$ cat config.mk
export PLATFORM = sky130hd
export DESIGN_NAME = i2c_target_regbank
export DESIGN_NICKNAME = d
export VERILOG_FILES = /design/src/rtl/i2c_target_regbank.sv
export SDC_FILE = /design/constraint.sdc
export NUM_CORES = 1
export LEC_CHECK = 0
export BUFFER_PORTS_ARGS = -buffer_cell sky130_fd_sc_hd__buf_2
export CORE_ASPECT_RATIO = 0.7
export CORE_MARGIN = 2
export CORE_UTILIZATION = 58
export DETAILED_ROUTE_END_ITERATION = 8
export HOLD_SLACK_MARGIN = 0.15
export PLACE_DENSITY_LB_ADDON = 0.25
export SLEW_MARGIN = 20
export SYNTH_ARGS = -nofsm -noshare
export SYNTH_HDL_FRONTEND = slang
export SYNTH_SLANG_ARGS = --single-unit
$ cat constraint.sdc
create_clock -name i_clk -period 2.6 [get_ports i_clk]
set_input_delay 0.26 -clock i_clk [delete_from_list [all_inputs] [get_ports i_clk]]
set_output_delay 0.26 -clock i_clk [all_outputs]
set_load 0.01 [all_outputs]
$ cat src/rtl/i2c_target_regbank.sv
// i2c_target_regbank: oversampled I2C target with an auto-incrementing pointer into a byte register bank.
module i2c_target_regbank #(
   parameter logic [6:0] ADDRESS     = 7'd89,
   parameter int         NUM_REGS    = 16,
   parameter int         SYNC_STAGES = 2,
   localparam int        PTR_W       = ($clog2(NUM_REGS) < 1) ? 1 : $clog2(NUM_REGS)
) (
   input  logic             i_clk,
   input  logic             i_rst_n,
   input  logic             i_scl,
   input  logic             i_sda,
   output logic             o_sda_oe,
   output logic [PTR_W-1:0] o_reg_addr,
   output logic             o_wr_en,
   output logic [7:0]       o_wr_data,
   input  logic [7:0]       i_rd_data,
   output logic             o_busy
);
   typedef enum logic [3:0] {
      IDLE, ADDR, ADDR_ACK, PTR, PTR_ACK, WDATA, WDATA_ACK, RDATA, RDATA_ACK, IGNORE
   } state_t;
   state_t state, state_n;
   logic [SYNC_STAGES-1:0] scl_sync, sda_sync;
   logic scl_d, sda_d, scl_s, sda_s;
   logic scl_rise, scl_fall, start, stop;
   logic [3:0] cnt, cnt_n;
   logic [7:0] shift, shift_n, wr_data_n;
   logic rw, rw_n, oe_n, wr_en_n, busy_n, ptr_ok;
   logic [PTR_W-1:0] ptr_n, ptr_inc;
   assign scl_s    = scl_sync[SYNC_STAGES-1];
   assign sda_s    = sda_sync[SYNC_STAGES-1];
   assign scl_rise = scl_s & ~scl_d;
   assign scl_fall = ~scl_s & scl_d;
   assign start    = scl_s & sda_d & ~sda_s;
   assign stop     = scl_s & ~sda_d & sda_s;
   assign ptr_inc  = (o_reg_addr == PTR_W'(NUM_REGS - 1)) ? '0 : o_reg_addr + 1'b1;
   assign ptr_ok   = {1'b0, shift} < 9'(NUM_REGS);
   // Synchronisers rest at 1 so leaving reset on an idle bus creates no edges.
   always_ff @(posedge i_clk) begin
      if (!i_rst_n) begin
         scl_sync <= '1;
         sda_sync <= '1;
         scl_d    <= 1'b1;
         sda_d    <= 1'b1;
      end else begin
         scl_sync <= {scl_sync[SYNC_STAGES-2:0], i_scl};
         sda_sync <= {sda_sync[SYNC_STAGES-2:0], i_sda};
         scl_d    <= scl_s;
         sda_d    <= sda_s;
      end
   end
   always_ff @(posedge i_clk) begin
      if (!i_rst_n) begin
         state      <= IDLE;
         cnt        <= '0;
         shift      <= '0;
         rw         <= 1'b0;
         o_sda_oe   <= 1'b0;
         o_reg_addr <= '0;
         o_wr_en    <= 1'b0;
         o_wr_data  <= '0;
         o_busy     <= 1'b0;
      end else begin
         state      <= state_n;
         cnt        <= cnt_n;
         shift      <= shift_n;
         rw         <= rw_n;
         o_sda_oe   <= oe_n;
         o_reg_addr <= ptr_n;
         o_wr_en    <= wr_en_n;
         o_wr_data  <= wr_data_n;
         o_busy     <= busy_n;
      end
   end
   always_comb begin
      state_n   = state;
      cnt_n     = cnt;
      shift_n   = shift;
      rw_n      = rw;
      oe_n      = o_sda_oe;
      ptr_n     = o_wr_en ? ptr_inc : o_reg_addr;
      wr_en_n   = 1'b0;
      wr_data_n = o_wr_data;
      busy_n    = o_busy;
      if (start || stop) begin
         state_n = start ? ADDR : IDLE;
         cnt_n   = '0;
         oe_n    = 1'b0;
         busy_n  = 1'b0;
      end else if (scl_rise) begin
         if ((state == ADDR || state == PTR || state == WDATA) && cnt != 4'd8) begin
            shift_n = {shift[6:0], sda_s};
            cnt_n   = cnt + 4'd1;
         end
         // The controller's acknowledge of a read byte is parked in shift[0].
         if (state == RDATA_ACK) shift_n[0] = sda_s;
      end else if (scl_fall) begin
         case (state)
            ADDR: if (cnt == 4'd8) begin
               cnt_n   = '0;
               state_n = (shift[7:1] == ADDRESS) ? ADDR_ACK : IGNORE;
               oe_n    = shift[7:1] == ADDRESS;
               busy_n  = shift[7:1] == ADDRESS;
               rw_n    = shift[0];
            end
            PTR: if (cnt == 4'd8) begin
               cnt_n   = '0;
               state_n = ptr_ok ? PTR_ACK : IGNORE;
               oe_n    = ptr_ok;
               ptr_n   = ptr_ok ? shift[PTR_W-1:0] : o_reg_addr;
            end
            WDATA: if (cnt == 4'd8) begin
               cnt_n     = '0;
               state_n   = WDATA_ACK;
               oe_n      = 1'b1;
               wr_en_n   = 1'b1;
               wr_data_n = shift;
            end
            RDATA: if (cnt == 4'd8) begin
               cnt_n   = '0;
               state_n = RDATA_ACK;
               oe_n    = 1'b0;
               ptr_n   = ptr_inc;
            end else begin
               oe_n    = ~shift[6];
               shift_n = {shift[6:0], 1'b0};
               cnt_n   = cnt + 4'd1;
            end
            PTR_ACK, WDATA_ACK: begin
               state_n = WDATA;
               oe_n    = 1'b0;
            end
            ADDR_ACK, RDATA_ACK: if ((state == ADDR_ACK && !rw) || (state == RDATA_ACK && shift[0])) begin
               state_n = (state == ADDR_ACK) ? PTR : IGNORE;
               oe_n    = 1'b0;
            end else begin
               state_n = RDATA;
               shift_n = i_rd_data;
               oe_n    = ~i_rd_data[7];
               cnt_n   = 4'd1;
            end
            default: ;
         endcase
      end
   end
endmodule

==> flow_summary.ini <==
[status]
status = finished clean

[hold_path]
whs_path_depth = 4
hold_path_class = primary input to flip-flop
holdCritStartpoint = i_rd_data[2]
min_to = shift[2]$_SDFFE_PN0P_

[floorplanning]
io_pins = 27
fp.dieH_um = 57.62
coreArea_mm2 = 0.003923
fp.dieW_um = 80.60
die_area_mm2 = 0.004644
initial_core_util_pct = 60.73
rows = 19

[setup_path]
cpPeakStageDelay_ns = 0.37
arrival_ns = 2.42
r2r_end = o_wr_data[0]$_SDFFE_PN0P_
reg2reg_from = scl_sync[1]$_SDFF_PN1_
critPathBufInv = 3
worstSetupPathType = flip-flop to flip-flop
slowest_stage = dfxtp_1
r2r_cells = 9
crit_path_max_fanout = 9
crit_required_ns = 2.79
cp_top_family = buffers and inverters
critical_path.cell_chain = inv_1, ha_1, nand2b_1, a2111oi_2, buf_4, nor3b_1, buf_4, mux2i_1, nor2b_1
start_kind = flip-flop
r2r_slack_ns = 0.37
end_kind = flip-flop
crit_top_cell = buf_4

[global_route]
antenna_found_initial = 0
grt_use_total_pct = 27.30
grt_max_degree = 24
grt_pass1_vias = 1943
grt_overflow_total = 0
grt_pass1_wl_mm = 9.660

[clocking]
cts.path.max_buffers = 2
ctsResizeCount = 0
clock-sinks = 38
cts_buffers = 5
cts_tree = yes
htree_num_levels = 2
root_buffer = clkbuf_8
path_clk_slew_ns = 0.07
clkLatencyLatePin_ns = 0.30

[synth]
synth_area_leader_cell = dfxtp_1
synth-simple-area-share_pct = 26.52
muxShareOfSynthArea_pct = 5.882
synth_fa_ha_area_share_pct = 3.151
synth_top_family_by_area = simple AND/OR/NAND/NOR gates
syn_avg_cell_area_um2 = 8.758
synthXorXnorAreaFrac_pct = 1.471
synth_cell_type_count = 68
synth_edf_count = 0
syn_area_mm2 = 0.002382
ys.flop_type = dfxtp_1
synthesis.yosys.warnings = 0
yosys.area.top_type_share_pct = 31.93
netlist_instances = 272
syn_nets = 290
synth_area_leaders = dfxtp_1, mux2i_1, nand2_1
ys_seq_area_share_pct = 31.93
synth-seq-cells = 38
synth_compound_area_share_pct = 24.58
async_flop_share_pct = 0

[timing]
setup_tns_ns = 0
period_share_pct = 85.90
skew_ns = 0.005126
fin_crit_ns = 2.233
worst_slew_pin_slew_ns = 0.6687
maxSlewHeadroom_pct = 55.05
finalSetupViolCount = 0
fmax_ghz = 0.4478
hold_viol_final = 0
rsz0062_at_grt = false
maxSlewViolCount = 0

[finish]
final_util_pct = 67.40
n_antenna_cell = 0
layout-drive-gt1-share_pct = 18.54
area_growth_pct = 10.98
nNetsFinal = 319
post-route-cell-area_mm2 = 0.002644

[detailed_routing]
dr_total_vias = 2221
top_layer = met4
drc = 0
dr.pass1.iters = 5
wl_met3_um = 627
drt_iter0_markers = 406
wl_per_cell_um = 16.49
postRouteAntennaNets = 0
wl_met2_mm = 2.445
via_per_inst = 6.274
wl_mm = 5.837
wirelength_met1_mm = 2.648

[flow_run]
drv_cap = 0

[power_and_ir_drop]
p_leak_nw = 1.008
power_density_mw_per_mm2 = 417.3
ir_drop_v = 0.0004137

[place]
dp_hpwl_mm = 4.128
place.gp.congestion = 0.9506
dpl_cell_area_mm2 = 0.002529
portBuffers = 26
-- routing by layer --
metal  GRT usage [%]  up-vias
li1                -     1065
met1           39.90     1006
met2           37.98      135
met3           8.567       15
met4           9.685        0
met5               0        -
-- registers in the layout, summed over array words and instances (netlist names), 2 cells and up --
name,count
o_wr_data,8
shift,8
cnt,4
o_reg_addr,4
state,4
scl_sync,2
sda_sync,2
-- power breakdown --
group | switching, mW | total (mW) | internal (mW)
sequential | 0.00944 | 0.597 | 0.587
combinational | 0.0410 | 0.0693 | 0.0283
clock | 0.224 | 0.437 | 0.213
-- cell usage after synthesis (2+ instances only) --
cell type	number
buf_4	2
o21ai_0	5
buf_6	5
a211oi_1	4
nor3_1	12
a311oi_1	2
nor2_1	11
o21ai_1	5
nor2b_1	11
nand2_1	28
nand3_1	6
dfxtp_1	38
buf_2	3
nor3b_1	3
a21boi_0	2
clkbuf_1	5
o311a_1	2
xnor2_1	3
a31oi_1	4
ha_1	6
o21a_1	2
or3_1	2
o22ai_1	6
a21oi_1	10
o211a_1	8
mux2i_1	14
nand2b_1	9
a41oi_1	2
inv_1	7
nand3b_1	4
a2111oi_0	2
o211ai_1	5
nand4_1	5
o2111ai_1	3
and2_1	3
-- kinds of logic after synthesis --
kind of cell / count (synthesis)
xor+xnor: 4
buf+inv: 24
simple gates: 111
mux: 14
flops: 38
compound gates: 75
fa+ha+maj: 6
-- layout make-up --
cell class,count,area [µm²]
Tap cell,52,65.06
Multi-Input combinational cell,210,1468
Timing Repair Buffer,38,225.2
Clock buffer,6,82.58
Fill cell,309,1279
Sequential cell,38,760.7
Inverter,8,30.03
Clock inverter,2,12.51
-- cell usage in the layout, fill, tap and decap left out, types with 4 or more instances in the layout --
master    Yosys  final
o21ai_1       5      5
a211oi_1      4      4
o21ai_0       5      5
mux2i_1      14     14
nor2_1       11     11
o211ai_1      5      5
nand3_1       6      6
clkbuf_8      0      6
nand3b_1      4      4
nand4_1       5      5
nand2_1      28     28
dfxtp_1      38     38
nand2b_1      9      9
buf_2         3     26
nor3_1       12     12
ha_1          6      6
a21oi_1      10     10
buf_4         2     10
o22ai_1       6      6
a31oi_1       4      4
nor2b_1      11     11
inv_1         7      7
o211a_1       8      8
-- worst register-to-register path: cells and delay by family (launching register included) --
| family | cells | cell delay (ns) |
|---|---|---|
| AOI/OAI and AO/OA | 1 | 0.36 |
| adders and majority gates | 1 | 0.19 |
| buffers and inverters | 3 | 0.58 |
| DFF | 1 | 0.37 |
| muxes | 1 | 0.24 |
| and+or+nand+nor | 3 | 0.40 |
-- worst max-delay path by stage --
stage	end	cells after the start	startpoint
2_1_floorplan	shift[4]$_SDFFE_PN0P_	8	cnt[0]$_SDFFE_PP0P_
3_3_place_gp	shift[7]$_SDFFE_PN0P_	8	cnt[0]$_SDFFE_PP0P_
3_5_place_dp	shift[7]$_SDFFE_PN0P_	8	cnt[0]$_SDFFE_PP0P_
4_1_cts	o_wr_data[0]$_SDFFE_PN0P_	9	scl_sync[1]$_SDFF_PN1_
5_1_grt	cnt[0]$_SDFFE_PP0P_	6	scl_sync[1]$_SDFF_PN1_
6_report	o_wr_data[0]$_SDFFE_PN0P_	9	scl_sync[1]$_SDFF_PN1_
-- timing repair --
item                                   CTS  global route
hold buffers                             2             0
endpoints found under the hold margin    2             0
setup buffers                            0             0
-- through the flow --
step           hold WS [ns]  setup WS [ns]  total power [mW]  std cells
2_1_floorplan        0.3332         0.5835            0.6541        272
3_3_place_gp         0.3876         0.4923            0.6747        344
3_5_place_dp         0.4063         0.4477            0.6751        344
4_1_cts              0.2972         0.3794             1.112        354
5_1_grt              0.3129         0.1960             1.146        354
6_report             0.3135         0.3666             1.103        354
Note: power is estimated with default switching activity, not from simulation.
